--- config.mk ---
export PLATFORM = sky130hd
export DESIGN_NAME = not_gate_unit
export DESIGN_NICKNAME = d
export VERILOG_FILES = /design/src/rtl/not_gate_unit_pkg.sv /design/src/rtl/not_gate_unit_sat_counter.sv /design/src/rtl/not_gate_unit.sv
export SDC_FILE = /design/constraint.sdc
export NUM_CORES = 1
export LEC_CHECK = 0
export BUFFER_PORTS_ARGS = -buffer_cell sky130_fd_sc_hd__clkbuf_2
export CAP_MARGIN = 20
export CORE_ASPECT_RATIO = 1.25
export CORE_UTILIZATION = 46
export DETAILED_ROUTE_END_ITERATION = 8
export PLACE_DENSITY = 0.81
export SLEW_MARGIN = 20
export SYNTH_ARGS = -nofsm -noshare
export SYNTH_HDL_FRONTEND = slang
export SYNTH_SLANG_ARGS = --single-unit
--- constraint.sdc ---
create_clock -name clk -period 2.05 [get_ports clk]
set_input_delay 0.3075 -clock clk [delete_from_list [all_inputs] [get_ports clk]]
set_output_delay 0.3075 -clock clk [all_outputs]
set_load 0.005 [all_outputs]
--- src/rtl/not_gate_unit_pkg.sv ---
`default_nettype none
// ============================================================================
// Module   : not_gate_unit_pkg
// Purpose  : Default sizing constants shared by the inverter unit and its
//            activity counter.
// Revision : 1.0 - initial release
// ============================================================================
package not_gate_unit_pkg;

  localparam int c_DEF_WIDTH = 1;
  localparam int c_DEF_CNT_W = 16;

endpackage
`default_nettype wire

--- src/rtl/not_gate_unit_sat_counter.sv ---
`default_nettype none
// ============================================================================
// Module   : sat_counter
// Purpose  : Saturating up-counter with synchronous clear.
// Revision : 1.0 - initial release
// ============================================================================
module sat_counter
  import not_gate_unit_pkg::*;
#(
  parameter int W = c_DEF_CNT_W
) (
  input  logic         clk,
  input  logic         rst_n,
  input  logic         clr,
  input  logic         inc,
  output logic [W-1:0] cnt
);

  localparam logic [W-1:0] c_MAX = '1;

  logic [W-1:0] r_cnt;

  // Reset beats clear, clear beats increment; the count holds at all-ones.
  always_ff @(posedge clk) begin
    if (!rst_n) begin
      r_cnt <= '0;
    end else if (clr) begin
      r_cnt <= '0;
    end else if (inc && (r_cnt != c_MAX)) begin
      r_cnt <= r_cnt + W'(1);
    end
  end

  assign cnt = r_cnt;

endmodule
`default_nettype wire

--- src/rtl/not_gate_unit.sv ---
`default_nettype none
// ============================================================================
// Module   : not_gate_unit
// Purpose  : Bitwise inverter with a registered copy and a toggle counter.
// Revision : 1.0 - initial release
// ============================================================================
module not_gate_unit
  import not_gate_unit_pkg::*;
#(
  parameter int WIDTH = c_DEF_WIDTH,
  parameter int CNT_W = c_DEF_CNT_W
) (
  input  logic             clk,
  input  logic             rst_n,
  input  logic [WIDTH-1:0] a,
  output logic [WIDTH-1:0] b,
  output logic [WIDTH-1:0] b_q,
  output logic             valid_q,
  input  logic             clr,
  output logic [CNT_W-1:0] tog_cnt
);

  logic [WIDTH-1:0] r_b_q;
  logic [WIDTH-1:0] r_b_prev;
  logic             r_valid_q;
  logic             w_toggle;

  assign b = ~a;

  // Reset value of b_q is the inverse of an all-zero input.
  always_ff @(posedge clk) begin
    if (!rst_n) begin
      r_b_q     <= '1;
      r_b_prev  <= '1;
      r_valid_q <= 1'b0;
    end else begin
      r_b_q     <= ~a;
      r_b_prev  <= r_b_q;
      r_valid_q <= 1'b1;
    end
  end

  assign w_toggle = r_valid_q && (r_b_q != r_b_prev);

  sat_counter #(
    .W (CNT_W)
  ) u_sat_counter (
    .clk   (clk),
    .rst_n (rst_n),
    .clr   (clr),
    .inc   (w_toggle),
    .cnt   (tog_cnt)
  );

  assign b_q     = r_b_q;
  assign valid_q = r_valid_q;

endmodule
`default_nettype wire

==> results of run 1 <==
==> registers in the layout, summed over array words and instances, names as in the netlist <==
name and count:
r_b_prev 1, b_q 1, u_sat_counter.cnt 16, valid_q 1
==> cells in the mapped netlist, types with 2 or more instances <==
cell type	count	area, um^2
o21ai_0	6	30.0
a31oi_1	4	25.0
nor2_1	4	15.0
and2_1	3	18.8
dfxtp_1	19	380
and4_1	5	43.8
and3_1	2	12.5
nand4_1	7	43.8
a41o_1	2	20.0
or4_1	5	37.5
nor3_1	2	10.0
or3_1	4	25.0
nor4_1	3	18.8
nand3_1	6	30.0
o31ai_1	4	30.0
a21oi_1	10	50.1
nand2b_1	3	18.8
nand2_1	9	33.8
==> layer usage <==
metal,routed length (um),global-route usage
met4,55,0.106
met5,0,0
met1,937,0.236
met3,90,0.0137
met2,1160,0.400
==> cell families after synthesis <==
kind of cell / Yosys count / synth area share
muxes: 1 / 0.0103
buffers and inverters: 3 / 0.0154
AOI/OAI and AO/OA: 29 / 0.188
adders and majority gates: 1 / 0.0128
and+or+nand+nor: 57 / 0.367
xor gates and xnor gates: 1 / 0.0167
DFF: 19 / 0.390
==> power by group <==
group | switching (uW) | total, uW | internal [uW]
combinational | 17.5 | 27.8 | 10.3
sequential | 3.85 | 376 | 373
clock | 122 | 195 | 72.9
==> worst max-delay path: cells and delay by family (launching register included) <==
family                   cells  cell delay [ns]
AO/OA/AOI/OAI                1             0.14
flip-flops                   1             0.40
adder cells (fa/ha/maj)      1             0.26
AND/OR/NAND/NOR              3             0.97
==> stage by stage <==
stage          total power (uW)  utilization
4_1_cts                     600        0.573
3_3_place_gp                412        0.559
6_report                    599        0.573
3_5_place_dp                413        0.559
2_1_floorplan               401            -
5_1_grt                     614        0.573
==> final timing paths <==
path | startpoint | endpoint
setup / recovery | u_sat_counter.cnt[0] | u_sat_counter.cnt[8]
hold / removal | rst_n | valid_q
setup reg to reg | u_sat_counter.cnt[0] | u_sat_counter.cnt[8]
hold reg to reg | u_sat_counter.cnt[1] | u_sat_counter.cnt[1]
==> cell type report <==
class	count	area, um^2	area share
Tap cell	20	25.0	0.0221
Clock inverter	1	5.00	0.00441
Inverter	1	3.75	0.00331
Clock buffer	3	22.5	0.0198
Multi-Input combinational cell	89	581	0.512
Sequential cell	19	380	0.335
Timing Repair Buffer	23	118	0.104
==> impl_metrics.toml, run 1 <==
[yosys]
syn_area_um2 = 976
synth_edf_count = 0
seq_area_frac_synth = 0.390
ys_async_sr_fraction = 0
syn-num-nets = 116
ys_ff_latch = 19
synth_cells = 111
yosysUniqueCellTypes = 31
syn_area_per_cell_um2 = 8.79
yosys_warnings = 0
synthFlopType = "dfxtp_1"

[clock_tree]
clk_pin_slew_ns = 0.11
h-tree-depth = 1
cts_resized = 0
cts_tree = "built"
cts_buffers = 3
cts_buffer_depth = 2
postCtsHoldBufs = 0
clkSinkCount = 19
cts_setup_buffers = 0
insertion_delay_ns = 0.31
root_buffer = "clkbuf_4"

[floorplanning]
die_area_um2 = 2310
die_h_um = 53.5
die_width_um = 43.2
core_area_um2 = 1980
std_cell_rows = 18
initial_core_util = 0.492
io_pins = 23

[placed_design]
dp.cells = 152
place_area_um2 = 1110
gp_congestion = 0.857
dp_hpwl_um = 1650
dp_slack_ns = 0.245
portBuffers = 22

[cells_and_area]
stdcell_count = 156
layout-drive-gt1-share = 0.235
layout_common_cells = "22 x clkbuf_2, 19 x dfxtp_1, 10 x a21oi_1"
fillerInstances = 199
final_common_cell = "clkbuf_2"
layout.nets = 142
antenna_cells = 0
fin_area_um2 = 1130
area_growth_syn_to_layout_pct = 16.3

[sta]
finClkSkew_ns = 0.00265
fin_hold_ws_ns = 0.155
layout_setup_ws_ns = 0.201
max_freq_mhz = 541
rsz0062_at_grt = "false"
worst_pin_slew_ns = 0.666
drv_slew = 0
period_needed_ns = 1.85
fin_crit_sh = 0.902
max_slew_margin = 0.552
hold_viol = 0
setup_viol = 0
fin_tns_setup_ns = 0

[worst_setup_path]
end_kind = "register"
worstPathArrival_ns = 2.09
cpPeakStageDelay_ns = 0.53
critical_path_required_ns = 2.29
path_max_fanout = 6
reg2reg_slack_ns = 0.20
crit_path_start_kind = "register"
ff2ff_path_depth = 5
critical_path_class = "reg2reg"
cp_slowest_cell = "or4_1"
crit_chain = "ha_1 -> and2_1 -> nand4_1 -> or4_1 -> a21oi_1"

[power]
p_leak_uw = 0.000442
ir_worst_vdd_uv = 411
power.density_nw_per_um2 = 528

[route]
ant_nets = 0
wl_per_cell_um = 14.4
vias = 1011
vias_per_cell = 6.48
route.detailed.drc = 0
finalWirelength_um = 2250
first_iter_violations = 24
first_pass_iters = 7

[grt]
track_usage = 0.212
grt_first_pass_wirelength_um = 3730
overflow = 0
grt_pass1_vias = 883
grt_max_degree = 14
antenna_found_initial = 0

[worst_hold_path]
holdCritPathClass = "in2reg"
hold_depth = 1

[flow_run]
drv_cap = 0

[outcome]
outcome = "finished, final reports clean"
Power figures use the tool's default switching activity.
==> run 2: changes to the inputs <==
- PLACE_DENSITY: 0.81 -> 0.84
- REMOVE_ABC_BUFFERS: default -> 1
- clock period: 2.05 -> 1.6 ns (I/O delays scaled with it)
==> run 2 against run 1 <==
  * The run now ends with negative setup slack left
  * Clock power increased by 25%
  * Combinational power grew 95%
  * Worst setup slack lost 0.20 ns
  * Sequential share of layout area decreased by 5.2 points
  * Global-route usage increased by 1.8 points
  * Highest routed layer unchanged
==> impl_metrics.toml, run 2 (synthesis results as in run 1) <==
[outcome]
outcome = "finished, violations left"
violations = "negative setup slack"

[route]
wl_met3_um = 131
vias_per_cell = 6.15
ant_nets = 0
finalWirelength_um = 2830
route.top_layer_used = "met4"
first_iter_violations = 38
m1WireLength_um = 1100
wl_per_cell_um = 15.0
first_pass_iters = 4
route.detailed.drc = 0
vias = 1163
wl_met2_um = 1520

[cells_and_area]
largest_reg_flops = 16
antenna_cells = 0
fin_area_um2 = 1450
final_common_cell = "buf_4"
layout-drive-gt1-share = 0.521
layout_common_cells = "34 x buf_4, 22 x clkbuf_2, 10 x dfxtp_2"
area_growth_syn_to_layout_pct = 48.8
layout.nets = 175

[floorplanning]
die_h_um = 53.5
io_pins = 23
die_area_um2 = 2310
std_cell_rows = 18
initial_core_util = 0.492
core_area_um2 = 1980
die_width_um = 43.2

[worst_setup_path]
critical_path_required_ns = 1.84
cp-startpoint = "u_sat_counter.cnt[0]"
end_kind = "register"
worstPathArrival_ns = 1.85
critPathCapture = "u_sat_counter.cnt[8]"
reg2reg_slack_ns = -0.003
crit_path_start_kind = "register"
rr_endpoint = "u_sat_counter.cnt[8]"
ff2ff_path_depth = 5
critical_path_class = "reg2reg"
reg2reg_from = "u_sat_counter.cnt[0]"
path_max_fanout = 4

[sta]
worst_pin_slew_ns = 0.532
finClkSkew_ns = 0.00188
hold_viol = 0
fin_crit_sh = 1.00
max_slew_margin = 0.645
rsz0062_at_grt = "true"
period_needed_ns = 1.60
max_freq_mhz = 624
drv_slew = 0
setup_viol = 1
layout_setup_ws_ns = -0.00252

[grt]
grt_first_pass_wirelength_um = 4050
track_usage = 0.229
grt_max_degree = 11
antenna_found_initial = 0
grt_pass1_vias = 1011
overflow = 0

[placed_design]
dp_slack_ns = -0.0481
portBuffers = 22
dp_hpwl_um = 1940
gp_congestion = 0.811
place_area_um2 = 1330

[worst_hold_path]
holdCritPathClass = "in2reg"

[power]
p_leak_uw = 0.000619
power.density_nw_per_um2 = 531
ir_worst_vdd_uv = 472

[clock_tree]
insertion_delay_ns = 0.30
cts_tree = "built"
cts_buffers = 3
clkSinkCount = 19
clk_pin_slew_ns = 0.10
cts_buffer_depth = 2
h-tree-depth = 1
root_buffer = "clkbuf_4"
postCtsHoldBufs = 0

[flow_run]
drv_cap = 0
[run 2: worst min path at each step]
stage / from / slack (ns) / end / depth (start not counted)
final: rst_n / 0.09 / valid_q / 1
after global placement: rst_n / 0.40 / valid_q / 1
after CTS: rst_n / 0.09 / valid_q / 1
after floorplan: rst_n / 0.27 / valid_q / 0
after detailed placement: rst_n / 0.40 / valid_q / 1
after global routing: rst_n / 0.09 / valid_q / 1
[run 2: per-layer routing]
| metal | global-route usage | vias up |
|---|---|---|
| met2 | 0.425 | 41 |
| met1 | 0.258 | 557 |
| met4 | 0.116 | 0 |
| met3 | 0.0205 | 9 |
| met5 | 0 | - |
| li1 | - | 556 |
[run 2: critical path, stage by stage (launching register included)]
cell and delay, ns:
dfxtp_4 0.38, ha_4 0.15, and2_4 0.14, nand4_1 0.17, or4_4 0.59, a21oi_2 0.12
[run 2: per-stage QoR]
stage	cells	total power, uW	util	setup TNS [ns]	hold slack, ns
after floorplan	109	512	-	-2.25	0.268
after global placement	181	541	0.669	-0.00103	0.397
after detailed placement	181	542	0.669	-0.0771	0.404
after CTS	186	780	0.693	0	0.0853
after global routing	189	795	0.733	-0.129	0.0937
final	189	772	0.733	-0.00252	0.0899
[run 2: layout make-up]
cell class / count / area (um^2)
Multi-Input combinational cell: 89 / 621
Inverter: 1 / 3.75
Timing Repair Buffer: 56 / 365
Fill cell: 156 / 529
Tap cell: 20 / 25.0
Sequential cell: 19 / 412
Clock buffer: 4 / 26.3
[run 2: power by group]
part | switching (uW) | internal [uW] | total, uW
Sequential | 3.96 | 470 | 474
Combinational | 28.0 | 26.3 | 54.3
Clock | 146 | 97.4 | 244
Total | 178 | 593 | 772
[run 2: timing repair]
item | in CTS | in global routing
endpoints found under the setup margin | 8 | 12
buffers inserted | 1 | 3
pin swaps | 2 | 10
gates resized for setup | 10 | 20
==> run 3: changes to the inputs <==
- BUFFER_PORTS_ARGS: -buffer_cell sky130_fd_sc_hd__clkbuf_2 -> default
- DONT_BUFFER_PORTS: default -> 1
- PLACE_DENSITY: 0.84 -> default
==> run 3 against run 2 <==
  * The flow now finishes without violations
  * Largest power group unchanged
  * Worst setup slack better by 0.020 ns
  * Wire length down 2.4%
  * Highest routed layer unchanged
  * Utilization down 1.6 points
  * Non-clock buffer count is 13 lower
  * Fmax grew 1.2%
  * Critical path depth down 1
  * Die area stayed put
  * Clock power hardly changed
==> impl_metrics.toml, run 3 (synthesis results as in run 1) <==
[route]
ant_nets = 0
first_pass_iters = 4
route.detailed.drc = 0
wl_per_cell_um = 15.7
vias = 1090
first_iter_violations = 26
finalWirelength_um = 2770
vias_per_cell = 6.19

[cells_and_area]
layout_common_cells = "41 x buf_4, 11 x dfxtp_2, 8 x a21oi_1, 8 x nand2_1, 7 x nand4_1"
antenna_cells = 0
layout-drive-gt1-share = 0.468
area_growth_syn_to_layout_pct = 45.6
final_common_cell = "buf_4"
layout.nets = 162
largest_reg_flops = 16
fillerInstances = 165

[worst_setup_path]
reg2reg_from = "u_sat_counter.cnt[9]"
crit_path_start_kind = "register"
critical_path_required_ns = 1.82
crit_chain = "nand4_4 -> or4_4 -> and4_4 -> a211oi_2"
reg2reg_slack_ns = 0.02
cpPeakStageDelay_ns = 0.59
rr_endpoint = "u_sat_counter.cnt[5]"
crit_buf_inv = 0
worstPathArrival_ns = 1.80
path_max_fanout = 4
ff2ff_path_depth = 4
end_kind = "register"
cp_slowest_cell = "or4_4"
critical_path_class = "reg2reg"
worst_path_dominant_cell_family = "simple AND/OR/NAND/NOR gates"
worst-path-stages = 4

[worst_hold_path]
worstHoldStart = "clr"
min_to = "u_sat_counter.cnt[10]"
hold_depth = 2
holdCritPathClass = "in2reg"

[sta]
max_slew_margin = 0.621
finClkSkew_ns = 0.00494
max_freq_mhz = 632
period_needed_ns = 1.58
setup_viol = 0
fin_crit_sh = 0.989
hold_viol = 0
drv_slew = 0
layout_setup_ws_ns = 0.0172
rsz0062_at_grt = "true"
worst_pin_slew_ns = 0.568

[grt]
track_usage = 0.247
grt_first_pass_wirelength_um = 4280
overflow = 0
grt_pass1_vias = 1015
grt_max_degree = 11
antenna_found_initial = 0

[clock_tree]
cts_tree = "built"
cts_buffers = 3
root_buffer = "clkbuf_4"
h-tree-depth = 1
cts_buffer_depth = 2
clkSinkCount = 19
clk_pin_slew_ns = 0.11
insertion_delay_ns = 0.30

[floorplanning]
die_area_um2 = 2310
io_pins = 23
core_area_um2 = 1980
die_h_um = 53.5
die_width_um = 43.2
std_cell_rows = 18
initial_core_util = 0.492

[flow_run]
drv_cap = 0

[outcome]
outcome = "finished, final reports clean"

[placed_design]
gp_congestion = 0.958
dp_slack_ns = -0.0785
dp_hpwl_um = 1980
portBuffers = 0

[power]
ir_worst_vdd_uv = 465
p_leak_uw = 0.000563
power.total_uw = 773
power.density_nw_per_um2 = 544
run 3: what timing repair did:
action | CTS | global route
endpoints found under the hold margin | 3 | 0
buffers inserted | 2 | 3
resized for setup | 10 | 19
cloned | 0 | 0
pin swaps | 2 | 5
hold buffers | 2 | 0
endpoints found under the setup margin | 11 | 14
run 3: worst max path at each step:
stage / start / to / slack (ns)
after floorplan: u_sat_counter.cnt[8] / u_sat_counter.cnt[10] / -0.34
after global placement: u_sat_counter.cnt[8] / u_sat_counter.cnt[10] / -0.04
after detailed placement: u_sat_counter.cnt[0] / u_sat_counter.cnt[8] / -0.08
after CTS: u_sat_counter.cnt[8] / u_sat_counter.cnt[5] / 0.007
after global routing: u_sat_counter.cnt[7] / u_sat_counter.cnt[5] / -0.06
final: u_sat_counter.cnt[9] / u_sat_counter.cnt[5] / 0.02
run 3: worst reg2reg max path, delay by kind of cell (launching register included):
| family | cells | cell delay, ns |
|---|---|---|
| AOI/OAI and AO/OA | 1 | 0.20 |
| DFF | 1 | 0.38 |
| and+or+nand+nor | 3 | 0.92 |
run 3: per-stage QoR:
| stage | std cells | cell area (um^2) | TNS (ns) | util | hold WS (ns) |
|---|---|---|---|---|---|
| after floorplan | 109 | 965 | -2.25 | - | 0.268 |
| after global routing | 176 | 1420 | -0.226 | 0.717 | 0.216 |
| after CTS | 173 | 1340 | 0 | 0.678 | 0.187 |
| after detailed placement | 165 | 1260 | -0.335 | 0.636 | 0.268 |
| after global placement | 165 | 1260 | -0.105 | 0.636 | 0.268 |
| final | 176 | 1420 | 0 | 0.717 | 0.219 |
run 3: routing by layer:
| layer | track usage | part of all wire | vias to the layer above |
|---|---|---|---|
| met5 | 0 | 0 | - |
| met1 | 0.270 | 0.40 | 516 |
| met2 | 0.453 | 0.53 | 34 |
| met4 | 0.121 | 0.028 | 0 |
| li1 | - | - | 529 |
| met3 | 0.0478 | 0.044 | 11 |
run 3: final cells by class:
class | count | area [um^2] | area share
clock buffer | 4 | 26.3 | 0.0185
inverter | 1 | 3.75 | 0.00264
multi-input combinational | 89 | 629 | 0.443
sequential | 19 | 409 | 0.288
tap | 20 | 25.0 | 0.0176
timing repair buffer | 43 | 328 | 0.231
run 3: power breakdown:
group	internal, uW	switching, uW
combinational	24.2	27.7
sequential	471	4.10
clock	97.1	149
